--- config.mk ---
export PLATFORM = sky130hd
export DESIGN_NAME = rock_sequencer
export DESIGN_NICKNAME = d
export VERILOG_FILES = /design/src/rtl/rock_sequencer.sv
export SDC_FILE = /design/constraint.sdc
export NUM_CORES = 1
export LEC_CHECK = 0
export ABC_CLOCK_PERIOD_IN_PS = 3500
export CORE_MARGIN = 1.5
export CORE_UTILIZATION = 58
export DETAILED_ROUTE_END_ITERATION = 7
export PLACE_DENSITY = 0.84
export SYNTH_ARGS = -nofsm -noshare
export SYNTH_HDL_FRONTEND = slang
export SYNTH_SLANG_ARGS = --single-unit
--- constraint.sdc ---
create_clock -name clk -period 3.5 [get_ports clk]
set_clock_uncertainty 0.15 [all_clocks]
set_input_delay 0.7 -clock clk [delete_from_list [all_inputs] [get_ports clk]]
set_output_delay 0.7 -clock clk [all_outputs]
set_load 0.01 [all_outputs]
--- src/rtl/rock_sequencer.sv ---
// Ramped amplitude/frequency sequencer: frequency only moves while amplitude is
// at or below a safe level, every change is paced by a tick-driven dwell counter.
module rock_sequencer #(
    parameter int SAFE_AMP = 1,
    parameter int DWELL    = 2
) (
    input  logic       clk,
    input  logic       reset,
    input  logic       tick,
    input  logic       req_valid,
    input  logic [2:0] req_amp,
    input  logic [2:0] req_freq,
    input  logic       fault_in,
    output logic       req_ready,
    output logic [2:0] amp,
    output logic [2:0] freq,
    output logic       busy,
    output logic       done,
    output logic       fault
);

    typedef enum logic [2:0] {
        IDLE      = 3'd0,
        AMP_DOWN  = 3'd1,
        FREQ_STEP = 3'd2,
        AMP_MOVE  = 3'd3,
        STOPPING  = 3'd4,
        HALTED    = 3'd5
    } state_t;

    localparam logic [2:0] SAFE_LVL   = 3'(SAFE_AMP);
    localparam logic [3:0] DWELL_LAST = 4'(DWELL - 1);

    state_t     state_r, state_s;
    logic [2:0] amp_r, amp_s;
    logic [2:0] freq_r, freq_s;
    logic [2:0] tgt_amp_r, tgt_amp_s;
    logic [2:0] tgt_freq_r, tgt_freq_s;
    logic [3:0] dwell_r, dwell_s;
    logic       done_r, done_s;
    logic       busy_r, fault_r;
    logic       step_s, ready_s, handshake_s;

    // Saturating one-unit move toward a target; never wraps the 3-bit range.
    function automatic logic [2:0] step_toward(input logic [2:0] cur, input logic [2:0] tgt);
        logic [2:0] res;
        if (cur < tgt) begin
            res = cur + 3'd1;
        end else if (cur > tgt) begin
            res = cur - 3'd1;
        end else begin
            res = cur;
        end
        return res;
    endfunction

    assign step_s      = tick && (dwell_r == DWELL_LAST);
    assign ready_s     = (state_r == IDLE) && !fault_in;
    assign handshake_s = req_valid && ready_s;

    assign req_ready = ready_s;
    assign amp       = amp_r;
    assign freq      = freq_r;
    assign busy      = busy_r;
    assign done      = done_r;
    assign fault     = fault_r;

    // Next-state and datapath: fault preempts everything except an ongoing stop.
    always_comb begin
        state_s    = state_r;
        amp_s      = amp_r;
        freq_s     = freq_r;
        tgt_amp_s  = tgt_amp_r;
        tgt_freq_s = tgt_freq_r;
        done_s     = 1'b0;
        if (fault_in && (state_r != HALTED) && (state_r != STOPPING)) begin
            state_s = STOPPING;
        end else begin
            case (state_r)
                IDLE: begin
                    if (handshake_s) begin
                        tgt_amp_s  = req_amp;
                        tgt_freq_s = req_freq;
                        if (req_freq == freq_r) begin
                            state_s = AMP_MOVE;
                        end else if (amp_r > SAFE_LVL) begin
                            state_s = AMP_DOWN;
                        end else begin
                            state_s = FREQ_STEP;
                        end
                    end else begin
                        state_s = IDLE;
                    end
                end
                AMP_DOWN: begin
                    if (amp_r <= SAFE_LVL) begin
                        state_s = FREQ_STEP;
                    end else if (step_s) begin
                        amp_s = amp_r - 3'd1;
                    end else begin
                        amp_s = amp_r;
                    end
                end
                FREQ_STEP: begin
                    if (freq_r == tgt_freq_r) begin
                        state_s = AMP_MOVE;
                    end else if (step_s) begin
                        freq_s = step_toward(freq_r, tgt_freq_r);
                    end else begin
                        freq_s = freq_r;
                    end
                end
                AMP_MOVE: begin
                    if (amp_r == tgt_amp_r) begin
                        done_s  = 1'b1;
                        state_s = IDLE;
                    end else if (step_s) begin
                        amp_s = step_toward(amp_r, tgt_amp_r);
                    end else begin
                        amp_s = amp_r;
                    end
                end
                STOPPING: begin
                    if (amp_r == 3'd0) begin
                        state_s = HALTED;
                    end else if (step_s) begin
                        amp_s = amp_r - 3'd1;
                    end else begin
                        amp_s = amp_r;
                    end
                end
                HALTED: begin
                    state_s = HALTED;
                    amp_s   = 3'd0;
                end
                default: begin
                    state_s = HALTED;
                    amp_s   = 3'd0;
                end
            endcase
        end
    end

    // Dwell pacing: any state change restarts the count so each phase gets full dwell.
    always_comb begin
        dwell_s = dwell_r;
        if (state_s != state_r) begin
            dwell_s = 4'd0;
        end else if (step_s) begin
            dwell_s = 4'd0;
        end else if (tick) begin
            dwell_s = dwell_r + 4'd1;
        end else begin
            dwell_s = dwell_r;
        end
    end

    // State and output registers with synchronous reset.
    always_ff @(posedge clk) begin
        if (reset) begin
            state_r    <= IDLE;
            amp_r      <= 3'd0;
            freq_r     <= 3'd0;
            tgt_amp_r  <= 3'd0;
            tgt_freq_r <= 3'd0;
            dwell_r    <= 4'd0;
            done_r     <= 1'b0;
            busy_r     <= 1'b0;
            fault_r    <= 1'b0;
        end else begin
            state_r    <= state_s;
            amp_r      <= amp_s;
            freq_r     <= freq_s;
            tgt_amp_r  <= tgt_amp_s;
            tgt_freq_r <= tgt_freq_s;
            dwell_r    <= dwell_s;
            done_r     <= done_s;
            busy_r     <= (state_s != IDLE) && (state_s != HALTED);
            fault_r    <= (state_s == HALTED);
        end
    end

endmodule
==> flow_summary.rst, run 1 <==
.. list-table::
   :header-rows: 1

   * - Metric
     - Value
   * - Outcome
     - complete, no violations
   * - Area used by sequential logic in the layout
     - approximately 440 µm²
   * - Remaining number of nets flagged by the antenna check after routing
     - 0
   * - Post-layout instance area
     - about 1800 µm²
   * - Fin nets
     - approximately 220
   * - Mapped Nets
     - between 200 and 250
   * - Startpoint of the lowest-slack hold path
     - tgt_amp_r[0]$_SDFFE_PP0P_
   * - Die extent in y
     - approximately 54 µm
   * - Via count of the first global-routing pass
     - 1,240
   * - Post-CTS Setup Inserts
     - 0
   * - Total half-perimeter wirelength after legalization and detailed placement
     - 2540 µm
   * - Vias per std cell
     - 6.03
   * - Starting utilization of the core area
     - 0.603
   * - Finish-stage setup viols
     - 0
   * - Instance count of the mapped netlist
     - approximately 180
   * - PostCTS Resize Cnt
     - 0
   * - FF-to-FF setup slack
     - 0.94 ns
   * - Antenna cell count
     - 0
   * - Worst Tran Pin Value
     - just under 0.7 ns
   * - Width of the die
     - 53.5 µm
   * - Post-detailed-route wirelength per cell
     - 14.5 µm
   * - Critical path startpoint category
     - input port
   * - Worst rel slew slack
     - 0.548
   * - Endpoint of the worst hold-timing path
     - tgt_amp_r[0]$_SDFFE_PP0P_
   * - Depth of the most critical reg-to-reg path
     - 8
   * - Hold Buf Count CTS
     - 0
   * - Number of antenna violations at the first check in global routing
     - 0
   * - DRC violation count after routing
     - 0
   * - Multi-input logic area
     - ~960 µm²
   * - Clock latency at the later pin of the worst-skew pair
     - between 0.3 and 0.4 ns
   * - Leak
     - between 0.6 and 0.7 nW
   * - Mapped Avg Cell Area
     - between 8 and 9 µm²
   * - Final routed wirelength across all metal layers
     - 3300 µm
   * - Pin count of the biggest net entering global routing
     - 20
   * - Synth top area share
     - 0.297
   * - Placed Instance Area
     - about 1700 µm²
   * - Yosys warning total
     - 0
   * - Most common cell after layout, fill and taps aside
     - sky130_fd_sc_hd__dfxtp_1
   * - Post-synth EDFFs
     - 0
   * - Req. time, crit path
     - roughly 2.7 ns
   * - Number of sinks on the clock net
     - 22
   * - #FFs+latches synth
     - 22
   * - Fill count
     - between 150 and 200
   * - Maximum clock frequency
     - between 300 and 400 MHz
   * - Main synth FF type
     - sky130_fd_sc_hd__dfxtp_1
   * - Minimum setup slack after placement
     - around 0.52 ns
   * - Kind of capture point of the worst setup path
     - output port
   * - Cell row count
     - 18
   * - Wire length of the first global-routing pass
     - 5480 µm
   * - Startpoint of the most critical register-to-register path
     - freq[1]$_SDFFE_PP0P_
   * - Clock transition at the register clock pins on the worst setup and hold paths after CTS
     - 0.13 ns
   * - CTS H-Tree Depth
     - 1
   * - Grt total ovfl
     - 0
   * - DR iter-0 viols
     - 37
   * - Pins Over Slew Limit
     - 0
   * - Worst IR drop on VDD
     - 0.000271 V
   * - Total power per unit cell area
     - 349 nW/µm²
   * - Drt first pass iters
     - 5
   * - Max Buffers Root-to-Sink
     - 2
   * - Layout area overhead
     - 18.5%
   * - Clock tree from TritonCTS
     - yes
   * - Total routing resource utilization after global routing
     - 0.263
   * - Unique masters post-synth
     - between 40 and 50
   * - Largest fanout on the critical path
     - 6
   * - CTS Buf Count
     - 3
   * - Fraction of final layout cells with drive strength greater than 1
     - 0.0711
   * - Leading cell types by total area after synthesis
     - sky130_fd_sc_hd__dfxtp_1, sky130_fd_sc_hd__ha_1, sky130_fd_sc_hd__a21oi_1, sky130_fd_sc_hd__nand2_1, sky130_fd_sc_hd__nand3_1
   * - Worst setup margin
     - between 0.5 and 0.6 ns
   * - WP data arrival
     - between 2 and 2.5 ns
   * - CORE AREA
     - ~2500 µm²
   * - Cell taking the most area after synthesis
     - sky130_fd_sc_hd__dfxtp_1
   * - Hold Violations, Final
     - 0
   * - Clock period minus final worst setup slack
     - between 2 and 3 ns
   * - Share of the cycle needed by the critical path after routing
     - 0.831
   * - CTS root buffer
     - sky130_fd_sc_hd__clkbuf_4
   * - Final RePlAce weighted congestion
     - between 0.9 and 1
   * - Mapped cell area
     - about 1500 µm²
   * - Max Cap Viol
     - 0
   * - Kind of critical path
     - input port to output port
   * - Worst min path class
     - register to register
   * - Setup repair after global routing missed its margin
     - false
   * - Number of instances on the worst hold path
     - 2
   * - Floorplan die area
     - between 2000 and 3000 µm²
   * - Worst reg2reg path endpoint
     - freq[2]$_SDFFE_PP0P_
   * - Total vias in the final route
     - about 1,400
   * - Most used cells in the layout excluding fill and tap cells
     - sky130_fd_sc_hd__dfxtp_1, sky130_fd_sc_hd__clkdlybuf4s50_1, sky130_fd_sc_hd__nand2_1
   * - Number of input and output port buffers inserted
     - 20
   * - Post-Route Setup TNS
     - 0 ns
   * - Count of pins on the block boundary
     - 21
   * - Portion of the post-synthesis area used by sequential elements
     - 0.297
   * - Fraction of registers with async set or reset after synthesis
     - 0
worst max path at each step:
stage | start | endpoint | slack, ns | cells after the start
detailed placement | fault_in | dwell_r[1]$_SDFFE_PP0P_ | 0.52 | 7
CTS | fault_in | req_ready | 0.58 | 3
global route | fault_in | req_ready | 0.53 | 3
global placement | fault_in | dwell_r[1]$_SDFFE_PP0P_ | 0.59 | 7
floorplan | freq[1]$_SDFFE_PP0P_ | freq[2]$_SDFFE_PP0P_ | 1.11 | 8
finish | fault_in | req_ready | 0.59 | 3
synthesized netlist by cell type (2+ instances only):
cell	n
sky130_fd_sc_hd__a211oi_1	2
sky130_fd_sc_hd__a21oi_1	14
sky130_fd_sc_hd__and2_1	2
sky130_fd_sc_hd__buf_2	3
sky130_fd_sc_hd__clkbuf_1	3
sky130_fd_sc_hd__dfxtp_1	22
sky130_fd_sc_hd__ha_1	12
sky130_fd_sc_hd__inv_1	11
sky130_fd_sc_hd__nand2_1	15
sky130_fd_sc_hd__nand2b_1	6
sky130_fd_sc_hd__nand3_1	9
sky130_fd_sc_hd__nand4_1	4
sky130_fd_sc_hd__nor2_1	11
sky130_fd_sc_hd__nor2b_1	4
sky130_fd_sc_hd__nor3_1	8
sky130_fd_sc_hd__nor3b_1	3
sky130_fd_sc_hd__o211ai_1	2
sky130_fd_sc_hd__o21ai_0	4
sky130_fd_sc_hd__o21ai_1	3
sky130_fd_sc_hd__o22ai_1	2
sky130_fd_sc_hd__o311a_1	3
sky130_fd_sc_hd__o31a_1	2
sky130_fd_sc_hd__xnor2_1	4
sky130_fd_sc_hd__xor2_1	5
logic make-up after synthesis:
group | share of synthesized area
DFF | 0.297
muxes | 0.00676
buffers and inverters | 0.0540
AOI/OAI and AO/OA | 0.195
adders and majority gates | 0.115
xor gates and xnor gates | 0.0532
and+or+nand+nor | 0.279
state kept, by name, summed over array words and instances (netlist names):
register,count
fault,1
busy,1
tgt_freq_r,3
amp,3
state_r,3
done,1
dwell_r,4
freq,3
tgt_amp_r,3
worst max-delay path: stages:
cell and delay [ns]:
sky130_fd_sc_hd__clkdlybuf4s50_1 0.55, sky130_fd_sc_hd__nor4_4 0.21, sky130_fd_sc_hd__clkdlybuf4s50_1 0.59
cell type report:
type                            instances  share of cell area
Multi-Input combinational cell        137               0.547
Sequential cell                        22               0.251
Timing Repair Buffer                   23               0.127
Inverter                               11              0.0235
Tap cell                               30              0.0214
Clock inverter                          1              0.0171
Clock buffer                            3              0.0128
metrics by stage:
step	power (mW)	utilization	cells	hold slack (ns)
2_1_floorplan	0.366	-	178	0.280
3_3_place_gp	0.406	0.694	223	0.298
3_5_place_dp	0.413	0.694	223	0.303
4_1_cts	0.610	0.715	227	0.321
5_1_grt	0.637	0.715	227	0.345
6_report	0.613	0.715	227	0.320
metal layers:
layer  share of wire  GRT usage  vias up
met5               0          0        -
met2            0.48      0.399       45
met4           0.012      0.128        0
met3           0.050     0.0472        5
met1            0.46      0.359      639
li1                -          -      679
where the power goes:
part	leakage, nW	internal, mW	switching (mW)	total, mW
clock network	0.0279	0.116	0.0881	0.204
registers	0.179	0.261	0.0163	0.277
logic	0.455	0.0617	0.0707	0.132
total	0.662	0.438	0.175	0.613
Power figures use the tool's default switching activity.
==> run 2: changes to the inputs <==
==> config.mk (replaced) <==
export PLATFORM = sky130hd
export DESIGN_NAME = rock_sequencer
export DESIGN_NICKNAME = d
export VERILOG_FILES = /design/src/rtl/rock_sequencer.sv
export SDC_FILE = /design/constraint.sdc
export NUM_CORES = 1
export LEC_CHECK = 0
export ABC_CLOCK_PERIOD_IN_PS = 2740
export CORE_MARGIN = 1.5
export CORE_UTILIZATION = 54
export DETAILED_ROUTE_END_ITERATION = 7
export PLACE_DENSITY = 0.79
export SYNTH_ARGS = -nofsm -noshare
export SYNTH_HDL_FRONTEND = slang
export SYNTH_SLANG_ARGS = --single-unit
==> constraint.sdc (replaced) <==
create_clock -name clk -period 2.74 [get_ports clk]
set_clock_uncertainty 0.15 [all_clocks]
set_input_delay 0.548 -clock clk [delete_from_list [all_inputs] [get_ports clk]]
set_output_delay 0.548 -clock clk [all_outputs]
set_load 0.01 [all_outputs]
==> run 2 against run 1 <==
  * Critical path depth unchanged
  * Die area increased by 7.0%
  * First-iteration DRC count is 35% lower
  * Utilization down 0.76 points
  * Global-route usage down 2.9 points
  * Flip-flop and latch count stayed put
  * Sequential power increased by 27%
  * Power up 27%
  * Register-to-register slack worse by 0.73 ns
==> flow_summary.rst, run 2 (synthesized netlist as in run 1, its figures left out) <==
.. list-table::
   :header-rows: 1

   * - Metric
     - Value
   * - Fraction of final layout cells with drive strength greater than 1
     - 0.0985 (+0.0275)
   * - Maximum clock frequency
     - 377 MHz
   * - Cell type of the slowest stage on the worst timing path
     - sky130_fd_sc_hd__clkdlybuf4s50_1
   * - Kind of capture point of the worst setup path
     - output port
   * - Hold Buf Count CTS
     - 0 (unchanged)
   * - Grt total ovfl
     - 0 (unchanged)
   * - Final Core Density
     - 0.707 (-0.00761)
   * - Final worst hold slack
     - 0.317 ns (-0.00256 ns)
   * - DRC violation count after routing
     - 0 (unchanged)
   * - Total power per unit cell area
     - 432 nW/µm² (+24%)
   * - Final routed wirelength across all metal layers
     - 3310 µm (+0.49%)
   * - Pins Over Slew Limit
     - 0 (unchanged)
   * - Most used cells in the layout excluding fill and tap cells
     - sky130_fd_sc_hd__dfxtp_1, sky130_fd_sc_hd__clkdlybuf4s50_1, sky130_fd_sc_hd__nand2_1
   * - CTS Buf Count
     - 3 (unchanged)
   * - Setup repair after global routing missed its margin
     - false
   * - Worst Tran Pin Value
     - 0.649 ns (-0.0274 ns)
   * - DR iter-0 viols
     - 24 (-35%)
   * - Drt first pass iters
     - 4 (-1)
   * - Max Cap Viol
     - 0 (unchanged)
   * - Vias per std cell
     - 5.90 (-2.1%)
   * - Layout area overhead
     - 21.5%
   * - Outcome
     - complete, no violations
   * - Fin nets
     - 228 (+2.7%)
   * - Post-CTS Setup Inserts
     - 0 (unchanged)
   * - Wire length of the first global-routing pass
     - 5840 µm (+6.6%)
   * - Clock period minus final worst setup slack
     - 2.65 ns
   * - Number of flip-flops under the largest register name
     - 4 (unchanged)
   * - Critical Path, Cell by Cell
     - clkdlybuf4s50_1, nor4_4, clkdlybuf4s50_1
   * - FF-to-FF setup slack
     - 0.21 ns (-0.73 ns)
   * - Pin count of the biggest net entering global routing
     - 20 (unchanged)
   * - Antenna cell count
     - 0 (unchanged)
   * - Number of input and output port buffers inserted
     - 20 (unchanged)
   * - Largest fanout on the critical path
     - 6 (unchanged)
   * - Clock latency at the later pin of the worst-skew pair
     - 0.31 ns (about the same)
   * - Number of antenna violations at the first check in global routing
     - 0 (unchanged)
   * - Max Buffers Root-to-Sink
     - 2 (unchanged)
   * - Hold Violations, Final
     - 0 (unchanged)
   * - Starting utilization of the core area
     - 0.582 (-0.0214)
   * - Cell type group with the largest total delay on the critical path
     - buffers and inverters
   * - Post-Route Setup TNS
     - 0 ns (unchanged)
   * - Total routing resource utilization after global routing
     - 0.234 (-0.0287)
   * - Req. time, crit path
     - 2.04 ns (-0.61 ns)
   * - Cell row count
     - 18 (unchanged)
   * - Fill count
     - 215 (+9.7%)
   * - Total vias in the final route
     - 1,375 (+0.51%)
   * - Worst rel slew slack
     - 0.566 (+0.0183)
   * - Most frequent cell on the critical path
     - sky130_fd_sc_hd__clkdlybuf4s50_1
   * - Remaining number of nets flagged by the antenna check after routing
     - 0 (unchanged)
   * - Kind of critical path
     - input port to output port
   * - Clock transition at the register clock pins on the worst setup and hold paths after CTS
     - 0.12 ns (about the same)
   * - Die extent in y
     - 55.4 µm (+3.4%)
   * - Width of the die
     - 55.4 µm (+3.4%)
   * - Clock tree from TritonCTS
     - yes
   * - Worst IR drop on VDD
     - 0.000419 V (+55%)
   * - Buffers and inverters on the worst path
     - 2 (unchanged)
   * - Longest individual stage delay on the worst path
     - 0.59 ns (about the same)
   * - Total half-perimeter wirelength after legalization and detailed placement
     - 2520 µm (-0.85%)
   * - WP data arrival
     - 1.95 ns (-0.11 ns)
   * - Leak
     - 0.690 nW (+4.3%)
   * - PostCTS Resize Cnt
     - 0 (unchanged)
   * - CORE AREA
     - 2540 µm² (+3.7%)
   * - Finish-stage setup viols
     - 0 (unchanged)
   * - Post-detailed-route wirelength per cell
     - 14.2 µm (-2.1%)
   * - Worst min path class
     - register to register
   * - Floorplan die area
     - 3070 µm² (+7.0%)
   * - Critical path startpoint category
     - input port
   * - Share of the cycle needed by the critical path after routing
     - 0.967
   * - Final RePlAce weighted congestion
     - 0.868 (-12%)
   * - Most common cell after layout, fill and taps aside
     - sky130_fd_sc_hd__dfxtp_1
   * - Count of pins on the block boundary
     - 21 (unchanged)
   * - Register with the highest flop count
     - dwell_r
   * - CTS H-Tree Depth
     - 1 (unchanged)
   * - CTS root buffer
     - sky130_fd_sc_hd__clkbuf_4
   * - Via count of the first global-routing pass
     - 1,366 (+10%)
   * - Number of sinks on the clock net
     - 22 (unchanged)
==> run 2: changes by cell type in the layout (fill, tap and decap cells not counted), sizes merged <==
cell  previous run  this run
buf              3         9
==> run 2: final timing paths <==
kind	start	end	cells past startpoint
setup reg to reg	freq[1]$_SDFFE_PP0P_	freq[2]$_SDFFE_PP0P_	8
hold / removal	tgt_amp_r[1]$_SDFFE_PP0P_	tgt_amp_r[1]$_SDFFE_PP0P_	2
hold reg to reg	tgt_amp_r[1]$_SDFFE_PP0P_	tgt_amp_r[1]$_SDFFE_PP0P_	2
setup / recovery	fault_in	req_ready	3
==> run 2: cell type report <==
type | count | area (µm²) | share of cell area
inverter | 11 | 41.3 | 0.0229
clock buffer | 3 | 22.5 | 0.0125
multi-input combinational | 137 | 961 | 0.534
clock inverter | 1 | 30.0 | 0.0167
sequential | 22 | 440 | 0.245
tap | 30 | 37.5 | 0.0208
timing repair buffer | 29 | 268 | 0.149
==> run 2: where the power goes <==
part           leakage, nW  internal (mW)  switching (mW)
Combinational        0.484         0.0848          0.0896
Sequential           0.179          0.333          0.0200
Clock               0.0279          0.148           0.103
Total                0.690          0.565           0.213
==> run 2: per-layer routing <==
layer	part of all wire	vias to the layer above	global-route usage
met4	0.030	0	0.115
met5	0	-	0
met2	0.47	39	0.393
met1	0.46	633	0.292
li1	-	691	-
met3	0.036	12	0.0351
==> run 2: worst reg2reg max path: cells and delay by family (launching register included) <==
kind                       cells  cell delay [ns]
AOI/OAI and AO/OA              3             0.52
and+or+nand+nor                3             0.65
adders and majority gates      2             0.68
DFF                            1             0.47
==> run 2: per-stage QoR <==
stage	cell area (µm²)	setup WS (ns)	instances	power (mW)
final	1800	0.0897	233	0.778
after global routing	1800	0.0297	233	0.817
after CTS	1800	0.0990	233	0.780
after detailed placement	1750	0.107	229	0.531
after global placement	1750	0.124	229	0.525
after floorplan	1480	0.345	178	0.468
==> RTL change: new RTL, config.mk and constraints of run 2 <==
Register the output `fault` once more, with the module's reset; this adds one clock of latency there. The other outputs are not delayed to match.
--- a/src/rtl/rock_sequencer.sv
+++ b/src/rtl/rock_sequencer.sv
@@ -63,7 +63,13 @@
     assign freq      = freq_r;
     assign busy      = busy_r;
     assign done      = done_r;
-    assign fault     = fault_r;
+    always_ff @(posedge clk) begin
+        if (reset) begin
+            fault <= '0;
+        end else begin
+            fault <= fault_r;
+        end
+    end
 
     // Next-state and datapath: fault preempts everything except an ongoing stop.
     always_comb begin
Check against the original RTL: not equivalent (a bounded check fails within 4 cycles, from zero or initial values and one cycle with reset high).
==> RTL change against run 2 <==
Via count shrank 2.7%; maximum frequency grew 3.7%; cell area decreased by 0.35%; area after synthesis is 7.4% higher; core utilization is 6.2 points lower; setup slack gained 95 ps; global-route usage shrank 1.6 points; total power shrank 12%; routed wire length fell by 1.9%; hold slack lost 10 ps; critical path depth up 5; clock power shrank 37%; largest cell class unchanged; non-clock buffer count decreased by 6; sequential cell count rose by 1.
==> RTL change: results (changes against run 2) <==
Total Wirelength: 3.25 mm (was 3.31 mm)
Unique masters post-synth: 58 (was 48)
clock network share of area: 0.0153 (was 0.0292)
Die X-Extent: 57.3 um (was 55.4 um)
status: finished, final reports clean (unchanged)
post-synthesis mux area share: 0.0189 (was 0.00676)
NonClk Buf Share: 0.124 (was 0.149)
Hold Fails Final Rpt: 0 (unchanged)
inverters: 10 (was 11)
GPL Wtd Cong: 0.925 (was 0.868)
Worst Path Max Fanout: 5 (was 6)
Worst Hold End: fault (was tgt_amp_r[1])
largest net degree at the start of global routing: 19 (was 20)
Slowest cell on crit path: dfxtp_1 (was clkdlybuf4s50_1)
switching part of the total: 0.298 (was 0.273)
Placement Cell Area: 1770 um2 (was 1750 um2)
ranking of synthesized cells by area: dfxtp_1 (29%), ha_1 (9.4%), a21oi_1 (2.8%) (was dfxtp_1 (30%), ha_1 (10%), a21oi_1 (4.7%))
global-route wire length before repair: 5.78 mm (was 5.84 mm)
Non-clk bufs: 23 (was 29)
share of layout cells above drive strength 1: 0.104 (was 0.0985)
Min-Delay Path Depth: 1 (was 2)
Seq cells post-synth: 23 (was 22)
Compound-Gate Fraction of Synth Area: 0.221 (was 0.195)
vias in the first global route: 1,317 (was 1,366)
footprint of the multi-input gates: 1010 um2 (was 961 um2)
post-CTS setup buffer count: 0 (unchanged)
initial drt markers: 39 (was 24)
Detailed Place HPWL: 2.50 mm (was 2.52 mm)
vias per cell: 6.00 (was 5.90)
Final nets: 217 (was 228)
Commonest cells post-synth: dfxtp_1 (23), ha_1 (12), nand2_1 (11), inv_1 (10), nor2_1 (10) (was dfxtp_1 (22), nand2_1 (15), a21oi_1 (14), ha_1 (12))
P_comb: 158 uW (was 174 uW)
CP startpoint: freq[1] (was fault_in)
leakage: 0.641 nW (was 0.690 nW)
CP Capture Type: register (was output port)
headroom to the max-slew limit: 0.623 (was 0.566)
All-Layer GR Usage: 0.218 (was 0.234)
CP Data Arrival Time: 2620 ps (was 1950 ps)
slowest cell delay on critical path: 480 ps (was 590 ps)
comb_multi_in: 132 (was 137)
peak supply drop: 0.000280 V (was 0.000419 V)
Synth Area in XOR/XNOR: 0.0385 (was 0.0532)
Post-Syn Nets: 197 (was 202)
Top delay family on crit path: compound AO/OA/AOI/OAI gates (was buffers and inverters)
HP Start: fault_r (was tgt_amp_r[1])
sequential power: 367 uW (was 353 uW)
First-pass DRT Iterations: 4 (unchanged)
FF/Latch Area: 460 um2 (was 440 um2)
Fillers: 241 (was 215)
RTL change: changes by cell type after synthesis, moves of 4 or more:
| cell | before | now |
|---|---|---|
| nand2_1 | 15 | 11 |
| o21a_1 | 0 | 4 |
| a21oi_1 | 14 | 9 |
| nor3_1 | 8 | 4 |
RTL change: through the flow:
stage | total power [mW] | cells | hold slack (ps) | setup WS (ps) | util
finish | 0.683 | 223 | 307 | 185 | 0.645
global placement | 0.525 | 219 | 272 | 212 | 0.635
floorplan | 0.490 | 173 | 264 | 289 | -
global route | 0.722 | 223 | 335 | 44.4 | 0.645
detailed placement | 0.530 | 219 | 285 | 181 | 0.635
CTS | 0.689 | 223 | 313 | 168 | 0.645
RTL change: routing by layer:
layer / track usage / share of wire / vias to the layer above
li1: - / - / 673
met1: 0.285 / 0.46 / 629
met2: 0.386 / 0.48 / 32
met3: 0.0227 / 0.045 / 4
met4: 0.0565 / 0.0083 / 0
met5: 0 / 0 / -
